--- config.mk ---
export PLATFORM = sky130hd
export DESIGN_NAME = alu1_operand_pipe
export DESIGN_NICKNAME = d
export VERILOG_FILES = /design/src/rtl/alu1_operand_pipe_pkg.sv /design/src/rtl/alu1_operand_pipe_pc_delay.sv /design/src/rtl/alu1_operand_pipe.sv
export SDC_FILE = /design/constraint.sdc
export NUM_CORES = 1
export LEC_CHECK = 0
export BUFFER_PORTS_ARGS = -buffer_cell sky130_fd_sc_hd__buf_2
export CORE_MARGIN = 2
export CORE_UTILIZATION = 45
export CTS_BUF_LIST = sky130_fd_sc_hd__clkbuf_16
export CTS_CLUSTER_DIAMETER = 30
export DETAILED_ROUTE_END_ITERATION = 8
export PLACE_DENSITY = 0.72
export SKIP_LAST_GASP = 1
export SLEW_MARGIN = 25
export SYNTH_ARGS = -nofsm -noshare
export SYNTH_HDL_FRONTEND = slang
export SYNTH_SLANG_ARGS = --single-unit
--- constraint.sdc ---
create_clock -name clk -period 2.45 [get_ports clk]
set_input_delay 0.1225 -clock clk [delete_from_list [all_inputs] [get_ports clk]]
set_output_delay 0.1225 -clock clk [all_outputs]
set_load 0.01 [all_outputs]
--- src/rtl/alu1_operand_pipe_pkg.sv ---
// Shared definitions for the ALU operand-1 selector: select encodings and widths.
package alu1_operand_pipe_pkg;

    localparam int unsigned ALU1_REG_LEN = 32;
    localparam int unsigned ALU1_SEL_W   = 3;

    localparam logic [ALU1_SEL_W-1:0] ALU1_RS   = 3'd0;
    localparam logic [ALU1_SEL_W-1:0] ALU1_PC   = 3'd1;
    localparam logic [ALU1_SEL_W-1:0] ALU1_IMM  = 3'd2;
    localparam logic [ALU1_SEL_W-1:0] ALU1_FWD  = 3'd3;
    localparam logic [ALU1_SEL_W-1:0] ALU1_ZERO = 3'd4;

    // True for the five defined source encodings; 5..7 are illegal.
    function automatic logic alu1_sel_legal(input logic [ALU1_SEL_W-1:0] sel);
        return (sel <= ALU1_ZERO);
    endfunction

endpackage

--- src/rtl/alu1_operand_pipe_pc_delay.sv ---
// PC history delay line: PC_DELAY stages of {data, vld}, oldest at index 0.
module pc_delay_line
    import alu1_operand_pipe_pkg::*;
#(
    parameter int unsigned REG_LEN  = ALU1_REG_LEN,
    parameter int unsigned PC_DELAY = 2
) (
    input  logic               clk,
    input  logic               rst,
    input  logic               en,
    input  logic               clr,
    input  logic [REG_LEN-1:0] d,
    input  logic               d_vld,
    output logic [REG_LEN-1:0] q,
    output logic               q_vld
);

    logic [REG_LEN-1:0]  r_data [PC_DELAY];
    logic [PC_DELAY-1:0] r_vld;

    // Shift history toward index 0 on each advance; reset and clear wipe it.
    always_ff @(posedge clk) begin
        if (rst || clr) begin
            for (int unsigned i = 0; i < PC_DELAY; i++) begin
                r_data[i] <= '0;
            end
            r_vld <= '0;
        end else if (en) begin
            r_data[PC_DELAY-1] <= d;
            r_vld[PC_DELAY-1]  <= d_vld;
            for (int unsigned i = 0; i + 1 < PC_DELAY; i++) begin
                r_data[i] <= r_data[i+1];
                r_vld[i]  <= r_vld[i+1];
            end
        end
    end

    assign q     = r_data[0];
    assign q_vld = r_vld[0];

endmodule

--- src/rtl/alu1_operand_pipe.sv ---
// ALU operand-1 selector: PC history alignment, 5-way source mux, registered output.
module alu1_operand_pipe
    import alu1_operand_pipe_pkg::*;
#(
    parameter int unsigned REG_LEN  = ALU1_REG_LEN,
    parameter int unsigned PC_DELAY = 2,
    parameter int unsigned SEL_W    = ALU1_SEL_W
) (
    input  logic               clk,
    input  logic               rst,
    input  logic               stall,
    input  logic               flush,
    input  logic [REG_LEN-1:0] pc,
    input  logic               pc_valid,
    input  logic [REG_LEN-1:0] rs1_d,
    input  logic [REG_LEN-1:0] imm,
    input  logic [REG_LEN-1:0] fwd_d,
    input  logic [SEL_W-1:0]   alu1_sel,
    output logic [REG_LEN-1:0] alu_in1,
    output logic               alu_in1_vld,
    output logic               pc_hist_rdy,
    output logic               sel_err
);

    logic [REG_LEN-1:0] w_hist_q;
    logic               w_hist_vld;
    logic [REG_LEN-1:0] w_nxt_data;
    logic               w_nxt_vld;
    logic               w_nxt_err;

    logic [REG_LEN-1:0] r_alu_in1;
    logic               r_alu_in1_vld;
    logic               r_sel_err;

    pc_delay_line #(
        .REG_LEN  (REG_LEN),
        .PC_DELAY (PC_DELAY)
    ) u_pc_delay_line (
        .clk   (clk),
        .rst   (rst),
        .en    (!stall),
        .clr   (flush),
        .d     (pc),
        .d_vld (pc_valid),
        .q     (w_hist_q),
        .q_vld (w_hist_vld)
    );

    // Source select; PC reads the oldest history stage before this edge's shift.
    always_comb begin
        w_nxt_data = '0;
        w_nxt_vld  = 1'b0;
        w_nxt_err  = 1'b0;
        case (alu1_sel)
            SEL_W'(ALU1_RS):   begin w_nxt_data = rs1_d; w_nxt_vld = 1'b1; end
            SEL_W'(ALU1_PC):   begin
                w_nxt_data = w_hist_vld ? w_hist_q : '0;
                w_nxt_vld  = w_hist_vld;
            end
            SEL_W'(ALU1_IMM):  begin w_nxt_data = imm;   w_nxt_vld = 1'b1; end
            SEL_W'(ALU1_FWD):  begin w_nxt_data = fwd_d; w_nxt_vld = 1'b1; end
            SEL_W'(ALU1_ZERO): begin w_nxt_data = '0;    w_nxt_vld = 1'b1; end
            default:           w_nxt_err = 1'b1;
        endcase
    end

    // Output register: flush clears it even while stalled; stall alone holds it.
    always_ff @(posedge clk) begin
        if (rst || flush) begin
            r_alu_in1     <= '0;
            r_alu_in1_vld <= 1'b0;
            r_sel_err     <= 1'b0;
        end else if (!stall) begin
            r_alu_in1     <= w_nxt_data;
            r_alu_in1_vld <= w_nxt_vld;
            r_sel_err     <= w_nxt_err;
        end
    end

    assign alu_in1     = r_alu_in1;
    assign alu_in1_vld = r_alu_in1_vld;
    assign sel_err     = r_sel_err;
    assign pc_hist_rdy = w_hist_vld;

endmodule

==> results.tsv, run 1 <==
stage	metric	value	unit
synth	synth-main-ff-cell	edfxtp_1	
timing	layout_setup_ws	1.02	ns
drt	wl	10100	um
power_and_ir_drop	power.share.switching	0.226	
drt	drt_first_pass_iters	4	
clocking	cts_sinks	100	
synth	ys_ff_latch	100	
hold_path	hold_class	input port to register	
synth	synth_compound_area_frac	0.191	
setup_path	cp.arrival	1.66	ns
drt	dr_total_vias	3520	
timing	relSlewSlack	0.347	
global_route	grt_pass1_wl	16300	um
layout	fillers	860	
setup_path	endpoint_kind	register	
timing	whs	0.0116	ns
layout	drive_gt1_frac	0.351	
drt	drt_iter0_markers	170	
timing	rsz0062_at_grt	no	
synth	synth_commonest_cells	nand2_1 (65), and2_1 (64), edfxtp_1 (64), dfxtp_1 (36)	
layout	layout.cells.non_filler	698	
timing	tightestPinTransition	0.979	ns
synth	synth_area	0.00462	mm2
timing	setup_tns	0	ns
place	place_worst_setup_slack	0.690	ns
drt	post_drt_wl_per_cell	14.5	um
synth	synthArstFlopShare	0	
synth	ys_seq_area_frac	0.572	
clocking	clkTransAtPathRegs	0.07	ns
power_and_ir_drop	p_sw	825	uW
floorplanning	die-height	105	um
synth	synth.area.top_cells	edfxtp_1 (42%), dfxtp_1 (16%), and2_1 (8.7%)	
timing	setup_viol	0	
drt	drc	0	
layout	nNetsFinal	693	
clocking	cts_tree	done	
floorplanning	initial_core_util	0.468	
floorplanning	rows	36	
global_route	grt-ovfl-total	0	
synth	synthAdderAreaFrac	0	
synth	syn_inst	407	
place	place.gp.congestion	0.900	
clocking	ctsResizeCount	0	
timing	period_minus_slack	1.43	ns
floorplanning	coreArea	0.00986	mm2
power_and_ir_drop	p_clk_frac	0.391	
power_and_ir_drop	p_int	2830	uW
clocking	h-tree-depth	3	
synth	yosysWarnings	0	
synth	synthSimpleGateAreaFrac	0.195	
power_and_ir_drop	seq_power_share	0.514	
drt	drtAntennaViolNets	0	
timing	timing.fmax	0.699	GHz
layout	multi_input_area	0.00179	mm2
power_and_ir_drop	vdd_drop_max	0.322	mV
synth	yosysTopAreaCell	edfxtp_1	
synth	synth_top_family_by_area	simple AND/OR/NAND/NOR gates	
place	io_buffers	170	
place	hpwlAfterDp	7370	um
timing	hold_viol	0	
synth	yosysMostFrequentCell	nand2_1	
clocking	root_buffer	clkbuf_16	
power_and_ir_drop	power_leakage	0.00254	uW
synth	yosys.area_share.xor_xnor	0	
layout	area_delta_synth_final	26.2	%
run	maxCapViolations	0	
floorplanning	dieArea	0.0111	mm2
drt	vias_per_cell	5.04	
clocking	insertion_delay	0.33	ns
outcome	status	completed	
timing	post-route-period-util	0.584	
synth	synthMuxAreaShare	0	
clocking	cts_buffers	9	
synth	avgSynthCellArea	11.4	um2
power_and_ir_drop	power.density	627	mW/mm2
layout	register_area	0.00264	mm2
setup_path	crit_type	input port to register	
synth	yosysTopAreaCellShare	0.416	
floorplanning	die_w	105	um
place	dpl.cell_count	679	
clocking	postCtsSetupBuffers	0	
global_route	grt_max_degree	114	
setup_path	cp.required	2.68	ns
clocking	postCtsHoldBufs	0	
power_and_ir_drop	combPwrFrac	0.095	
global_route	antenna_found_initial	3	
synth	synth_fp_nets	543	
setup_path	critical_path.startpoint_type	input port	
timing	slew_viol_final	0	
floorplanning	io_pins	171	
synth	synth-edff-count	64	
clocking	cts_max_path_buffers	2	
global_route	grtUsageTotal	0.184	
global_route	grt_pass1_vias	3353	
timing	finClkSkew	0.00775	ns
synth	synth.distinct_cells	20	
setup_path	path_max_fanout	113	
area by class of cell:
type,instances,share of cell area
Clock inverter,7,0.0131
Clock buffer,9,0.0386
Inverter,1,0.000644
Timing Repair Buffer,177,0.158
Sequential cell,100,0.453
Antenna cell,3,0.00129
Tap cell,133,0.0285
Multi-Input combinational cell,268,0.307
stage by stage:
stage / util / power, uW / instance area, um2
floorplan: - / 2100 / 4620
global placement: 0.560 / 2260 / 5520
detailed placement: 0.560 / 2270 / 5520
CTS: 0.590 / 3670 / 5820
global route: 0.591 / 3780 / 5830
finish: 0.591 / 3660 / 5830
layer usage:
metal  up-vias  share of wire  wire length, um  track usage
met2       109           0.44             4480        0.283
met5         -              0                0            0
li1       1799              -                -            -
met1      1593           0.47             4790        0.255
met3        19          0.057              581       0.0284
met4         0          0.026              263       0.0819
cells in the final DEF, fill, tap and decap left out, types with 2 or more instances in the layout:
| cell | instances |
|---|---|
| a22o_1 | 3 |
| dfxtp_1 | 36 |
| a32o_1 | 32 |
| a211o_1 | 32 |
| buf_4 | 7 |
| inv_8 | 2 |
| buf_2 | 169 |
| diode_2 | 3 |
| clkbuf_16 | 9 |
| clkinvlp_4 | 2 |
| o21ai_0 | 2 |
| and2_1 | 64 |
| o211ai_1 | 32 |
| nand2_1 | 65 |
| edfxtp_1 | 64 |
| nor2b_1 | 32 |
final timing paths:
check / from / to / slack [ns] / cells after the start
min: pc_valid / u_pc_delay_line.r_vld[1]$_SDFFE_PP0N_ / 0.01 / 2
max: alu1_sel[1] / alu_in1[23]$_SDFFE_PP0N_ / 1.02 / 4
max reg2reg: u_pc_delay_line.r_vld[0]$_SDFFE_PP0N_ / alu_in1[12]$_SDFFE_PP0N_ / 1.21 / 4
min reg2reg: alu_in1[29]$_SDFFE_PP0N_ / alu_in1[29]$_SDFFE_PP0N_ / 0.47 / 1
flip-flops by register name (all words and copies together), names as in the netlist:
register,count
u_pc_delay_line.r_data,64
alu_in1_vld,1
u_pc_delay_line.r_vld,2
sel_err,1
alu_in1,32
critical path, stage by stage:
cell	delay [ns]
buf_4	0.74
buf_4	0.36
o211ai_1	0.14
a32o_1	0.27
logic make-up (layout without fill, tap and decap cells):
logic type,Yosys count,after routing
other,0,3
flip-flops,100,100
AO/OA/AOI/OAI,102,102
buffers and inverters,39,194
AND/OR/NAND/NOR,166,166
power by group through the flow:
stage / Combinational [uW] / Clock [uW] / Sequential, uW
floorplan: 186 / 0 / 1920
global placement: 343 / 0 / 1910
detailed placement: 349 / 0 / 1920
CTS: 349 / 1440 / 1880
global route: 388 / 1510 / 1890
finish: 347 / 1430 / 1880
Power figures use the tool's default switching activity.
==> run 2: changes to the inputs <==
- PLACE_DENSITY: 0.72 -> 0.75
- clock period: 2.45 -> 1.18 ns (I/O delays scaled with it)
==> results.tsv, run 2 (same netlist as run 1, synthesis figures left out) <==
stage	metric	value	unit
power_and_ir_drop	power.density	1260	mW/mm2
power_and_ir_drop	power_leakage	0.00264	uW
layout	final_area	0.00607	mm2
clocking	cts_max_path_buffers	2	
outcome	violations	negative hold slack	
setup_path	r2r_slack	0.07	ns
floorplanning	dieArea	0.0111	mm2
drt	post_drt_wl_per_cell	14.5	um
drt	drt_first_pass_iters	5	
layout	fillers	791	
setup_path	endpoint	alu_in1[16]$_SDFFE_PP0N_	
setup_path	cp.required	1.45	ns
layout	nNetsFinal	711	
setup_path	critical_path_buf_inv_count	1	
timing	slew_viol_final	0	
global_route	grt_pass1_wl	16500	um
floorplanning	rows	36	
setup_path	cp_top_family	compound AO/OA/AOI/OAI gates	
setup_path	critical_path.startpoint_type	register	
setup_path	crit_path_cell_trace	buf_12 > nand2_1 > o211ai_1 > a32o_1	
setup_path	cp.arrival	1.38	ns
layout	largest_reg_flops	64	
clocking	insertion_delay	0.33	ns
clocking	cts_sinks	100	
timing	setup_tns	0	ns
place	hpwlAfterDp	7520	um
layout	area_delta_synth_final	31.4	%
floorplanning	die-height	105	um
setup_path	crit_type	register to register	
global_route	grt_pass1_vias	3407	
global_route	grt-ovfl-total	0	
timing	tightestPinTransition	0.400	ns
timing	finClkSkew	0.00606	ns
drt	drt_iter0_markers	208	
layout	final_util	0.616	
place	place.gp.congestion	0.848	
layout	diodes	0	
setup_path	startpoint	u_pc_delay_line.r_vld[0]$_SDFFE_PP0N_	
setup_path	ff2ff_path_depth	4	
timing	timing.fmax	0.899	GHz
global_route	grtUsageTotal	0.184	
drt	dr_total_vias	3588	
layout	drive_gt1_frac	0.351	
layout	register_area	0.00264	mm2
global_route	grt_max_degree	68	
timing	hold_viol	1	
setup_path	crit_slowest_cell	dfxtp_1	
clocking	cts_buffers	9	
drt	drc	0	
timing	setup_viol	0	
drt	drtAntennaViolNets	0	
setup_path	endpoint_kind	register	
clocking	clkTransAtPathRegs	0.07	ns
floorplanning	io_pins	171	
timing	relSlewSlack	0.734	
layout	layout_common_cells	buf_2 (169), nand2_1 (65), and2_1 (64), edfxtp_1 (64), dfxtp_1 (36)	
clocking	h-tree-depth	3	
drt	wl	10300	um
place	dpl.cell_count	686	
setup_path	path_max_fanout	23	
timing	post-route-period-util	0.943	
run	maxCapViolations	0	
floorplanning	initial_core_util	0.468	
clocking	cts_tree	done	
layout	final_common_cell	buf_2	
global_route	antenna_found_initial	0	
hold_path	hold_class	input port to register	
layout	layout.cells.non_filler	712	
clocking	root_buffer	clkbuf_16	
clocking	ctsResizeCount	0	
setup_path	r2r_start	u_pc_delay_line.r_vld[0]$_SDFFE_PP0N_	
drt	vias_per_cell	5.04	
timing	rsz0062_at_grt	no	
setup_path	path_depth	4	
floorplanning	coreArea	0.00986	mm2
layout	multi_input_area	0.00179	mm2
setup_path	critical_path.max_stage_delay	0.37	ns
timing	period_minus_slack	1.11	ns
outcome	status	finished with violations	
place	io_buffers	170	
timing	whs	-0.0000526	ns
floorplanning	die_w	105	um
setup_path	r2r-end	alu_in1[16]$_SDFFE_PP0N_	
clocking	postCtsSetupBuffers	0	
layout	largest_register	u_pc_delay_line.r_data	
place	dpl_cell_area	0.00566	mm2
power_and_ir_drop	vdd_drop_max	0.697	mV
run 2: cell count changes in the layout (fill, tap and decap cells not counted), sizes merged:
cell	previous run	this run
buf	177	184
inv	4	3
dlygate4sd3	0	11
diode	3	0
run 2: report_power, final:
part           total [uW]  switching (uW)  internal [uW]  leakage, uW
clock network        2950            1290           1660     0.000143
logic                 795             379            416      0.00147
registers            3900            43.2           3860      0.00103
run 2: worst min-delay path by stage:
stage | start | to | slack (ns) | cells past startpoint
detailed placement | pc_valid | u_pc_delay_line.r_vld[1]$_SDFFE_PP0N_ | 0.30 | 2
CTS | pc[13] | u_pc_delay_line.r_data[0][45]$_SDFFCE_PN0P_ | 0.0002 | 2
global placement | pc_valid | u_pc_delay_line.r_vld[1]$_SDFFE_PP0N_ | 0.29 | 2
finish | pc[26] | u_pc_delay_line.r_data[0][58]$_SDFFCE_PN0P_ | -0.00005 | 2
floorplan | pc_valid | u_pc_delay_line.r_vld[1]$_SDFFE_PP0N_ | 0.18 | 1
global route | pc[5] | u_pc_delay_line.r_data[0][37]$_SDFFCE_PN0P_ | 0.003 | 2
run 2: timing repair:
| action | 4_1_cts | 5_1_grt |
|---|---|---|
| hold buffers | 11 | 0 |
| endpoints found under the hold margin | 11 | 0 |
| setup endpoints to repair | 0 | 0 |
run 2: cell type report:
class / count / share of cell area
Multi-Input combinational cell: 268 / 0.295
Inverter: 1 / 0.00124
Timing Repair Buffer: 195 / 0.192
Clock inverter: 6 / 0.0120
Sequential cell: 100 / 0.435
Clock buffer: 9 / 0.0371
Tap cell: 133 / 0.0274
run 2: routing by layer:
metal / up-vias / wire length (um) / GRT usage
met5: - / 0 / 0
met4: 0 / 340 / 0.0838
met3: 25 / 534 / 0.0315
met2: 115 / 4700 / 0.292
met1: 1620 / 4730 / 0.247
li1: 1828 / - / -
run 2: metrics by stage:
stage / power (uW) / setup WS (ns)
after floorplan: 4370 / -0.708
after global placement: 4730 / 0.0484
after detailed placement: 4750 / 0.0109
after CTS: 7700 / 0.0488
after global routing: 7920 / 0.00242
final: 7650 / 0.0677
run 2: worst register-to-register path, stage by stage, from the launching register on:
cell,delay [ns]
dfxtp_1,0.37
buf_12,0.16
nand2_1,0.06
o211ai_1,0.24
a32o_1,0.21
==> run 3: changes to the inputs <==
- PLACE_DENSITY: 0.75 -> 0.73
- SYNTH_HIERARCHICAL: default -> 1
- TNS_END_PERCENT: default -> 5
==> results.tsv, run 3 <==
stage	metric	value	unit
outcome	status	finished with violations	
outcome	violations	negative setup slack	
synth	syn_inst	406	
synth	yosysTopAreaCellShare	0.375	
drt	dr_total_vias	3752	
hold_path	min_delay_path_depth	2	
synth	synth.distinct_cells	29	
power_and_ir_drop	vdd_drop_max	0.757	mV
clocking	insertion_delay	0.33	ns
drt	post_drt_wl_per_cell	16.9	um
synth	synth.area.top_cells	edfxtp_1 (37%), dfxtp_1 (14%), a221oi_2 (8.8%)	
global_route	grt-ovfl-total	0	
synth	yosysTopAreaCell	edfxtp_1	
floorplanning	die_w	111	um
global_route	antenna_found_initial	2	
timing	tightestPinTransition	0.394	ns
setup_path	crit_slowest_cell	dfxtp_2	
layout	layout.cells.non_filler	702	
setup_path	r2r-end	alu_in1[11]$_SDFFE_PP0N_	
layout	largest_reg_flops	64	
synth	ys_ff_latch	100	
setup_path	startpoint	u_pc_delay_line/r_vld[0]$_SDFFE_PP0P_	
timing	setup_tns	-2.59	ns
setup_path	r2r_start	u_pc_delay_line/r_vld[0]$_SDFFE_PP0P_	
hold_path	hold_class	input port to register	
timing	hold_viol	0	
drt	drt_iter0_markers	348	
setup_path	cp_top_family	compound AO/OA/AOI/OAI gates	
synth	synth_area	0.00513	mm2
timing	layout_setup_ws	-0.119	ns
place	place.gp.congestion	0.780	
global_route	grtUsageTotal	0.193	
synth	avgSynthCellArea	12.6	um2
clocking	cts_sinks	100	
place	dpl.cell_count	678	
timing	slew_viol_final	0	
setup_path	critical_path.max_stage_delay	0.33	ns
floorplanning	dieArea	0.0123	mm2
layout	final_util	0.580	
power_and_ir_drop	power.density	1210	mW/mm2
setup_path	cp.required	1.43	ns
setup_path	ff2ff_path_depth	4	
setup_path	path_max_fanout	7	
setup_path	critical_path_buf_inv_count	1	
synth	synth_fp_nets	542	
synth	synth-main-ff-cell	edfxtp_1	
power_and_ir_drop	power_leakage	0.00276	uW
timing	period_minus_slack	1.30	ns
place	place_worst_setup_slack	-0.132	ns
global_route	grt_pass1_vias	3883	
clocking	root_buffer	clkbuf_16	
place	hpwlAfterDp	8750	um
setup_path	crit_type	register to register	
synth	yosysWarnings	6	
hold_path	hp-start	pc[16]	
timing	timing.fmax	0.770	GHz
setup_path	critical_path.startpoint_type	register	
clocking	cts_max_path_buffers	2	
synth	ys_seq_area_frac	0.515	
layout	final_common_cell	buf_2	
layout	layout_common_cells	buf_2 (170), edfxtp_1 (64), and2_2 (53)	
run	maxCapViolations	0	
layout	largest_register	u_pc_delay_line/r_data	
drt	drt_first_pass_iters	9	
setup_path	r2r_slack	-0.12	ns
floorplanning	die-height	111	um
floorplanning	coreArea	0.0110	mm2
place	dpl_cell_area	0.00600	mm2
floorplanning	initial_core_util	0.467	
setup_path	endpoint_kind	register	
floorplanning	rows	38	
hold_path	hold_end	u_pc_delay_line/r_data[0][48]$_SDFFCE_PN0P_	
timing	rsz0062_at_grt	yes	
setup_path	crit_path_cell_trace	nor4bb_4 > buf_4 > a222oi_1 > a221oi_2	
clocking	cts_tree	done	
clocking	clkTransAtPathRegs	0.07	ns
clocking	cts_buffers	9	
layout	fillers	914	
timing	setup_viol	32	
setup_path	cp.arrival	1.54	ns
place	io_buffers	170	
drt	vias_per_cell	5.34	
timing	post-route-period-util	1.10	
synth	yosysMostFrequentCell	edfxtp_1	
global_route	grt_max_degree	51	
drt	wl	11900	um
layout	nNetsFinal	692	
drt	drtAntennaViolNets	0	
clocking	postCtsSetupBuffers	0	
synth	synth_commonest_cells	edfxtp_1 (64), and2_2 (53), dfxtp_1 (36), mux2i_1 (34)	
layout	drive_gt1_frac	0.590	
drt	drc	0	
layout	area_delta_synth_final	24.1	%
floorplanning	io_pins	171	
synth	synth-edff-count	64	
timing	finClkSkew	0.00734	ns
timing	relSlewSlack	0.737	
global_route	grt_pass1_wl	19000	um
synth	synthArstFlopShare	0	
clocking	h-tree-depth	3	
layout	final_area	0.00637	mm2
-- run 3: kinds of logic (layout without fill, tap and decap cells) --
group / Yosys count / after routing / share of synthesized area
AOI/OAI and AO/OA: 69 / 69 / 0.160
buffers and inverters: 96 / 251 / 0.111
DFF: 100 / 100 / 0.515
muxes: 34 / 34 / 0.0663
other: 0 / 1 / 0
and+or+nand+nor: 107 / 107 / 0.148
-- run 3: where the power goes --
part | switching, uW | leakage, uW | internal, uW | total (uW)
sequential | 54.5 | 0.00103 | 3860 | 3920
combinational | 432 | 0.00159 | 459 | 891
clock | 1240 | 0.000141 | 1640 | 2880
-- run 3: layer usage --
metal | share of wire | routed length (um) | track usage | up-vias
met5 | 0.0011 | 13 | 0 | -
met4 | 0.018 | 208 | 0.0683 | 2
met3 | 0.070 | 836 | 0.0569 | 20
met2 | 0.50 | 5920 | 0.324 | 151
met1 | 0.41 | 4880 | 0.235 | 1806
li1 | - | - | - | 1773
-- run 3: area by class of cell --
type | instances | area, um2 | share of cell area
Antenna cell | 1 | 2.50 | 0.000393
Clock buffer | 9 | 225 | 0.0354
Clock inverter | 7 | 68.8 | 0.0108
Inverter | 33 | 126 | 0.0198
Multi-Input combinational cell | 210 | 1930 | 0.303
Sequential cell | 100 | 2640 | 0.415
Tap cell | 140 | 175 | 0.0275
Timing Repair Buffer | 202 | 1200 | 0.188
-- run 3: worst max-delay path by stage --
stage               slack [ns]  cells past startpoint                       end
floorplan                -0.07                      5   alu_in1[0]$_SDFFE_PP0N_
global placement         -0.07                      5  alu_in1[18]$_SDFFE_PP0N_
detailed placement       -0.13                      5  alu_in1[19]$_SDFFE_PP0N_
CTS                      -0.15                      4  alu_in1[15]$_SDFFE_PP0N_
global route             -0.27                      4  alu_in1[18]$_SDFFE_PP0N_
finish                   -0.12                      4  alu_in1[11]$_SDFFE_PP0N_
-- run 3: what timing repair did --
action | in CTS | in global routing
gates resized for setup | 1 | 0
endpoints found under the setup margin | 32 | 32
hold buffers | 7 | 0
endpoints found under the hold margin | 7 | 0
-- run 3: through the flow --
step,total power [uW],hold slack (ns)
floorplan,4500,0.128
global placement,4840,0.335
detailed placement,4870,0.343
CTS,7770,0.00145
global route,7980,0.00313
finish,7690,0.0115
